## config.mk

```make
export PLATFORM = sky130hd
export DESIGN_NAME = instr_encoder
export DESIGN_NICKNAME = d
export VERILOG_FILES = /design/src/rtl/instr_encoder.sv
export SDC_FILE = /design/constraint.sdc
export NUM_CORES = 1
export LEC_CHECK = 0
export CORE_ASPECT_RATIO = 0.5
export CORE_MARGIN = 2
export CORE_UTILIZATION = 30
export DETAILED_ROUTE_END_ITERATION = 8
export DONT_BUFFER_PORTS = 1
export GPL_TIMING_DRIVEN = 0
export PLACE_DENSITY_LB_ADDON = 0.1
export SETUP_SLACK_MARGIN = 0.5
export SLEW_MARGIN = 25
export SYNTH_ARGS = -nofsm -noshare
export SYNTH_HDL_FRONTEND = slang
export SYNTH_SLANG_ARGS = --single-unit
```

## constraint.sdc

```tcl
create_clock -name clk -period 4.5 [get_ports clk]
set_input_delay 0.9 -clock clk [delete_from_list [all_inputs] [get_ports clk]]
set_output_delay 0.9 -clock clk [all_outputs]
set_load 0.01 [all_outputs]
```

## src/rtl/instr_encoder.sv

```systemverilog
// ----------------------------------------------------------------------------
// instr_encoder
//
// Builds 32-bit instruction words from their separate fields and streams them,
// each with its word address, to the instruction-memory loader. It is the
// encode-side counterpart of the instruction-register field decoder.
//
// A job is started with a base address and a word count. Field sets arrive on
// a valid/ready stream and are packed by format, selected by op[5:4]:
//   00 = R {op,rs,rt,rd,sa,func}
//   01 = I {op,rs,rt,immediate}
//   10 = J {op,address}
//   11 = illegal: the set is consumed, dropped and counted in err_cnt
// Packed words go through a 2-entry FIFO whose head is presented on out_*.
//
// Ports
//   clk, rst_n            clock (rising edge), asynchronous active-low reset
//   start                 begin a job, sampled only while idle
//   cfg_base, cfg_len     first word address and word count, latched on start
//   in_valid / in_ready   field-set handshake
//   op,rs,rt,rd,sa,func,
//   immediate, address    instruction fields
//   out_valid / out_ready output word handshake
//   out_data, out_addr    head word and its address (cfg_base + words emitted)
//   busy                  a job is in progress (not idle)
//   done                  one-cycle pulse when the job completes
//   err_cnt               saturating count of dropped illegal-format sets
// ----------------------------------------------------------------------------
module instr_encoder #(
    parameter int AW    = 8,
    parameter int ERR_W = 8
) (
    input  logic             clk,
    input  logic             rst_n,
    input  logic             start,
    input  logic [AW-1:0]    cfg_base,
    input  logic [AW-1:0]    cfg_len,
    input  logic             in_valid,
    output logic             in_ready,
    input  logic [5:0]       op,
    input  logic [4:0]       rs,
    input  logic [4:0]       rt,
    input  logic [4:0]       rd,
    input  logic [4:0]       sa,
    input  logic [5:0]       func,
    input  logic [15:0]      immediate,
    input  logic [25:0]      address,
    output logic             out_valid,
    input  logic             out_ready,
    output logic [31:0]      out_data,
    output logic [AW-1:0]    out_addr,
    output logic             busy,
    output logic             done,
    output logic [ERR_W-1:0] err_cnt
);

    typedef enum logic [1:0] {
        IDLE = 2'd0,
        RUN  = 2'd1,
        DONE = 2'd2
    } state_t;

    localparam logic [AW-1:0]    AW_ONE  = {{(AW-1){1'b0}}, 1'b1};
    localparam logic [ERR_W-1:0] ERR_ONE = {{(ERR_W-1){1'b0}}, 1'b1};
    localparam logic [ERR_W-1:0] ERR_MAX = {ERR_W{1'b1}};

    state_t state;
    state_t state_next;

    logic [AW-1:0]    base_q;
    logic [AW-1:0]    len_q;
    logic [AW-1:0]    acc_cnt;
    logic [AW-1:0]    emit_cnt;
    logic [AW-1:0]    emit_next;
    logic [ERR_W-1:0] err_q;

    logic [31:0]      fifo_mem [2];
    logic             wr_ptr;
    logic             rd_ptr;
    logic [1:0]       fifo_cnt;
    logic [31:0]      last_word;

    logic [31:0]      packed_word;
    logic             illegal;
    logic             in_fire;
    logic             push;
    logic             pop;
    logic             job_start;

    // Format packing; the illegal format produces no word.
    always_comb begin
        packed_word = '0;
        illegal     = 1'b0;
        case (op[5:4])
            2'b00:   packed_word = {op, rs, rt, rd, sa, func};
            2'b01:   packed_word = {op, rs, rt, immediate};
            2'b10:   packed_word = {op, address};
            default: illegal     = 1'b1;
        endcase
    end

    assign job_start = (state == IDLE) && start;
    assign in_fire   = in_valid && in_ready;
    assign push      = in_fire && !illegal;
    assign pop       = out_valid && out_ready;

    // Words emitted including a pop in this cycle, so the job ends in the
    // same cycle the last word leaves (or right away for a zero-length job).
    assign emit_next = emit_cnt + {{(AW-1){1'b0}}, pop};

    // State register.
    always_ff @(posedge clk or negedge rst_n) begin
        if (!rst_n) begin
            state <= IDLE;
        end else begin
            state <= state_next;
        end
    end

    // Next-state logic.
    always_comb begin
        state_next = state;
        case (state)
            IDLE: if (start) state_next = RUN;
            RUN:  if (emit_next == len_q) state_next = DONE;
            DONE: state_next = IDLE;
            default: state_next = IDLE;
        endcase
    end

    // Output logic. The full test looks at the current occupancy only, so a
    // pop in the same cycle does not open a slot until the next cycle.
    always_comb begin
        in_ready  = (state == RUN) && (fifo_cnt < 2'd2) && (acc_cnt < len_q);
        out_valid = (fifo_cnt != 2'd0);
        busy      = (state != IDLE);
        done      = (state == DONE);
    end

    // Job configuration and progress counters.
    always_ff @(posedge clk or negedge rst_n) begin
        if (!rst_n) begin
            base_q   <= '0;
            len_q    <= '0;
            acc_cnt  <= '0;
            emit_cnt <= '0;
        end else if (job_start) begin
            base_q   <= cfg_base;
            len_q    <= cfg_len;
            acc_cnt  <= '0;
            emit_cnt <= '0;
        end else begin
            if (push) acc_cnt  <= acc_cnt + AW_ONE;
            if (pop)  emit_cnt <= emit_cnt + AW_ONE;
        end
    end

    // Illegal-format counter survives across jobs and saturates.
    always_ff @(posedge clk or negedge rst_n) begin
        if (!rst_n) begin
            err_q <= '0;
        end else if (in_fire && illegal && (err_q != ERR_MAX)) begin
            err_q <= err_q + ERR_ONE;
        end
    end

    // FIFO storage needs no reset: it is only read while occupied.
    always_ff @(posedge clk) begin
        if (push) fifo_mem[wr_ptr] <= packed_word;
    end

    // FIFO pointers and occupancy. last_word keeps the most recently presented
    // head so out_data holds its value once the FIFO runs empty.
    always_ff @(posedge clk or negedge rst_n) begin
        if (!rst_n) begin
            wr_ptr    <= 1'b0;
            rd_ptr    <= 1'b0;
            fifo_cnt  <= 2'd0;
            last_word <= '0;
        end else begin
            if (push) wr_ptr <= ~wr_ptr;
            if (pop) begin
                rd_ptr    <= ~rd_ptr;
                last_word <= fifo_mem[rd_ptr];
            end
            case ({push, pop})
                2'b10:   fifo_cnt <= fifo_cnt + 2'd1;
                2'b01:   fifo_cnt <= fifo_cnt - 2'd1;
                default: fifo_cnt <= fifo_cnt;
            endcase
        end
    end

    assign out_data = out_valid ? fifo_mem[rd_ptr] : last_word;
    assign out_addr = base_q + emit_cnt;
    assign err_cnt  = err_q;

endmodule

```

==> results.py <==
metrics = {
    "status": {
        "outcome": "finished clean",
    },
    "synth": {
        "synth-seq-area-share_pct": 55.84,
        "ys_seq_elements": 142,
        "netlist_instances": 660,
        "ys_async_sr_fraction_pct": 54.93,
        "syn_area_um2": 6937,
        "synth_ff_type": "dfrtp_1",
        "synth_edf_count": 64,
        "synthesis.nets": 776,
        "yosysWarnings": 0,
        "avgSynthCellArea_um2": 10.51,
        "synth_cell_type_count": 50,
    },
    "worst_setup_path": {
        "crit_fanout": 6,
        "critPathKind": "reg -> out",
        "required_ns": 3.60,
        "endpoint_kind": "output pin",
        "r2r.worst_path.cells": 9,
        "cp-start-kind": "register",
        "arrival_ns": 2.45,
    },
    "drt": {
        "drtAntennaViolNets": 0,
        "drt-total-wl_um": 17750,
        "drc": 0,
        "vias": 4752,
        "routedWlPerCell_um": 17.71,
        "vias_per_cell": 4.743,
        "drt_first_pass_iters": 4,
        "initialDrtViolationCount": 224,
    },
    "cts": {
        "clk_latency_ns": 0.44,
        "cts_tree": "done",
        "cts_hold_buf": 0,
        "clock-root-buffer": "clkbuf_16",
        "clock_path_buffers": 2,
        "cts_setup_buffers": 0,
        "numCtsBuffers": 17,
        "cts_sinks": 142,
        "cts_resized": 0,
        "clk_pin_slew_ns": 0.06,
        "htreeDepth": 4,
    },
    "timing": {
        "fmax_ghz": 0.2985,
        "period_needed_ns": 3.350,
        "timing.slew.headroom_pct": 51.89,
        "fin_tns_setup_ns": 0,
        "worst_slack_ns": 1.150,
        "slew_violations": 0,
        "fin_crit_sh_pct": 74.45,
        "clock_skew_ns": 0.01281,
        "setup_viol": 0,
        "rsz0062_at_grt": "false",
        "hold_viol_final": 0,
        "worst_pin_slew_ns": 0.7199,
    },
    "placed_design": {
        "gp_congestion": 0.7320,
        "dp_hpwl_um": 12600,
        "place_area_um2": 7406,
        "place_inst": 970,
        "port_buffers": 0,
        "pre_cts_ws_ns": 1.280,
    },
    "floorplan": {
        "core.rowCount": 39,
        "chipHeight_um": 111.5,
        "core_area_um2": 22740,
        "die-area_um2": 24430,
        "io_pins": 147,
        "initial_utilization_pct": 30.51,
        "die_x_um": 219.0,
    },
    "global_route": {
        "grt_pass1_wl_um": 28060,
        "grt_start_max_net_pins": 79,
        "grt_use_total_pct": 15.41,
        "grt_pass1_vias": 4805,
        "overflow": 0,
        "antenna_found_initial": 0,
    },
    "layout": {
        "n_antenna_cell": 0,
        "stdcell_count": 1002,
        "fin_area_um2": 8064,
        "area_delta_synth_final_pct": 16.25,
        "seqCellArea_um2": 3874,
        "drive_gt1_share_pct": 8.777,
        "fill_cells": 2286,
        "multiInputGateArea_um2": 2813,
        "nets": 798,
    },
    "flow_run": {
        "drv_cap": 0,
    },
    "power_and_ir_drop": {
        "peakVddDrop_v": 0.0002425,
        "leakagePower_nw": 3.408,
        "powerDensity_nw_per_um2": 699.3,
    },
    "hold_path": {
        "hold_path.class": "in -> async",
    },
}
==> sequential cells by signal, summed over array words and instances (netlist names), 2 cells and up <==
name	cells
acc_cnt	8
base_q	8
emit_cnt	8
err_cnt	8
fifo_cnt	2
fifo_mem	64
last_word	32
len_q	8
state	2
==> cell families after synthesis <==
group | Yosys count | synth area share, %
xor gates and xnor gates | 33 | 4.167
AOI/OAI and AO/OA | 129 | 10.32
buffers and inverters | 64 | 3.824
DFF | 142 | 55.84
and+or+nand+nor | 215 | 13.85
adders and majority gates | 21 | 3.896
muxes | 56 | 8.099
==> final cells by class <==
cell class / instances / area share, %
inverter: 30 / 1.396
tap: 307 / 4.763
multi-input combinational: 454 / 34.88
clock buffer: 17 / 5.275
sequential: 142 / 48.04
buffer: 34 / 1.893
timing repair buffer: 3 / 0.8689
clock inverter: 15 / 2.886
==> worst paths after layout <==
kind	from	endpoint	slack (ns)
worst max-delay path	emit_cnt[0]	out_addr[6]	1.15
worst min-delay path	rst_n	last_word[6]	0.16
worst max register to register	fifo_cnt[1]	state[1]	1.47
worst min register to register	last_word[6]	last_word[6]	0.48
max in group asynchronous	rst_n	emit_cnt[5]	4.16
min in group clk	last_word[6]	last_word[6]	0.48
==> worst max-delay path, stage by stage (launching register included) <==
cell	delay, ns
dfrtp_1	0.45
ha_1	0.21
inv_1	0.05
fa_1	0.41
nor2b_1	0.14
o21ai_0	0.12
a21boi_0	0.34
or4_1	0.16
nand3_1	0.13
==> stage by stage <==
step / hold slack (ns) / utilization, % / power (W)
detailed placement: 0.4708 / 32.57 / 0.004135
floorplan: 0.4505 / - / 0.003531
global route: 0.1343 / 35.46 / 0.006085
global placement: 0.4633 / 32.19 / 0.004069
finish: 0.1620 / 35.46 / 0.005639
CTS: 0.1304 / 35.46 / 0.005746
==> routing by layer <==
layer	part of all wire (%)	wire, um	global-route usage [%]	vias to the layer above
met5	0	0	0	-
met4	1.3	223	5.541	0
met3	4.6	824	3.989	16
met2	46	8083	23.88	85
met1	49	8617	20.86	2312
li1	-	-	-	2339
==> cell usage in the layout, fill, tap and decap left out, types with 2 or more instances in the layout <==
cell type   synthesis  final
a211oi_1            4      4
a21oi_1            36     36
and2_1              6      6
and3_1              7      7
and3b_1             2      2
and4_1              4      4
buf_16              0      2
buf_2              14     14
bufinv_16           0      5
clkbuf_1           18     18
clkbuf_16           0     17
clkinv_2            0      2
clkinv_4            0      2
clkinvlp_4          0      2
dfrtp_1            78     78
edfxtp_1           64     64
ha_1               20     20
inv_1              29     29
inv_6               0      2
inv_8               0      2
mux2i_1            55     55
nand2_1           103    103
nand2b_1            2      2
nand3_1            10     10
nand4_1            11     11
nor2_1             56     54
nor2_4              0      2
nor2b_1             4      4
nor3_1              2      2
nor3b_1             2      2
o21ai_0            72     72
o21bai_1            2      2
o22ai_1             2      2
xnor2_1            23     23
xor2_1             10     10
==> synthesized netlist by cell type, types with 2 or more instances <==
master / number / share of area [%]
nand4_1: 11 / 0.99
and3_1: 7 / 0.63
o22ai_1: 2 / 0.18
inv_1: 29 / 1.6
clkbuf_1: 18 / 0.97
ha_1: 20 / 3.6
and2_1: 6 / 0.54
a211oi_1: 4 / 0.43
xor2_1: 10 / 1.3
nand2_1: 103 / 5.6
a21oi_1: 36 / 2.6
nor2b_1: 4 / 0.36
xnor2_1: 23 / 2.9
mux2i_1: 55 / 7.9
and3b_1: 2 / 0.25
buf_2: 14 / 1.0
nor3b_1: 2 / 0.22
nand2b_1: 2 / 0.18
o21bai_1: 2 / 0.22
o21ai_0: 72 / 5.2
nor3_1: 2 / 0.14
dfrtp_1: 78 / 28
edfxtp_1: 64 / 28
nor2_1: 56 / 3.0
nand3_1: 10 / 0.72
and4_1: 4 / 0.50
==> power by group <==
group / leakage, nW / switching, W / total [W] / internal [W]
combinational: 1.54 / 0.00130 / 0.00201 / 0.000715
clock: 0.318 / 0.000592 / 0.00159 / 0.000993
sequential: 1.56 / 0.000277 / 0.00204 / 0.00176
Note: power is estimated with default switching activity, not from simulation.
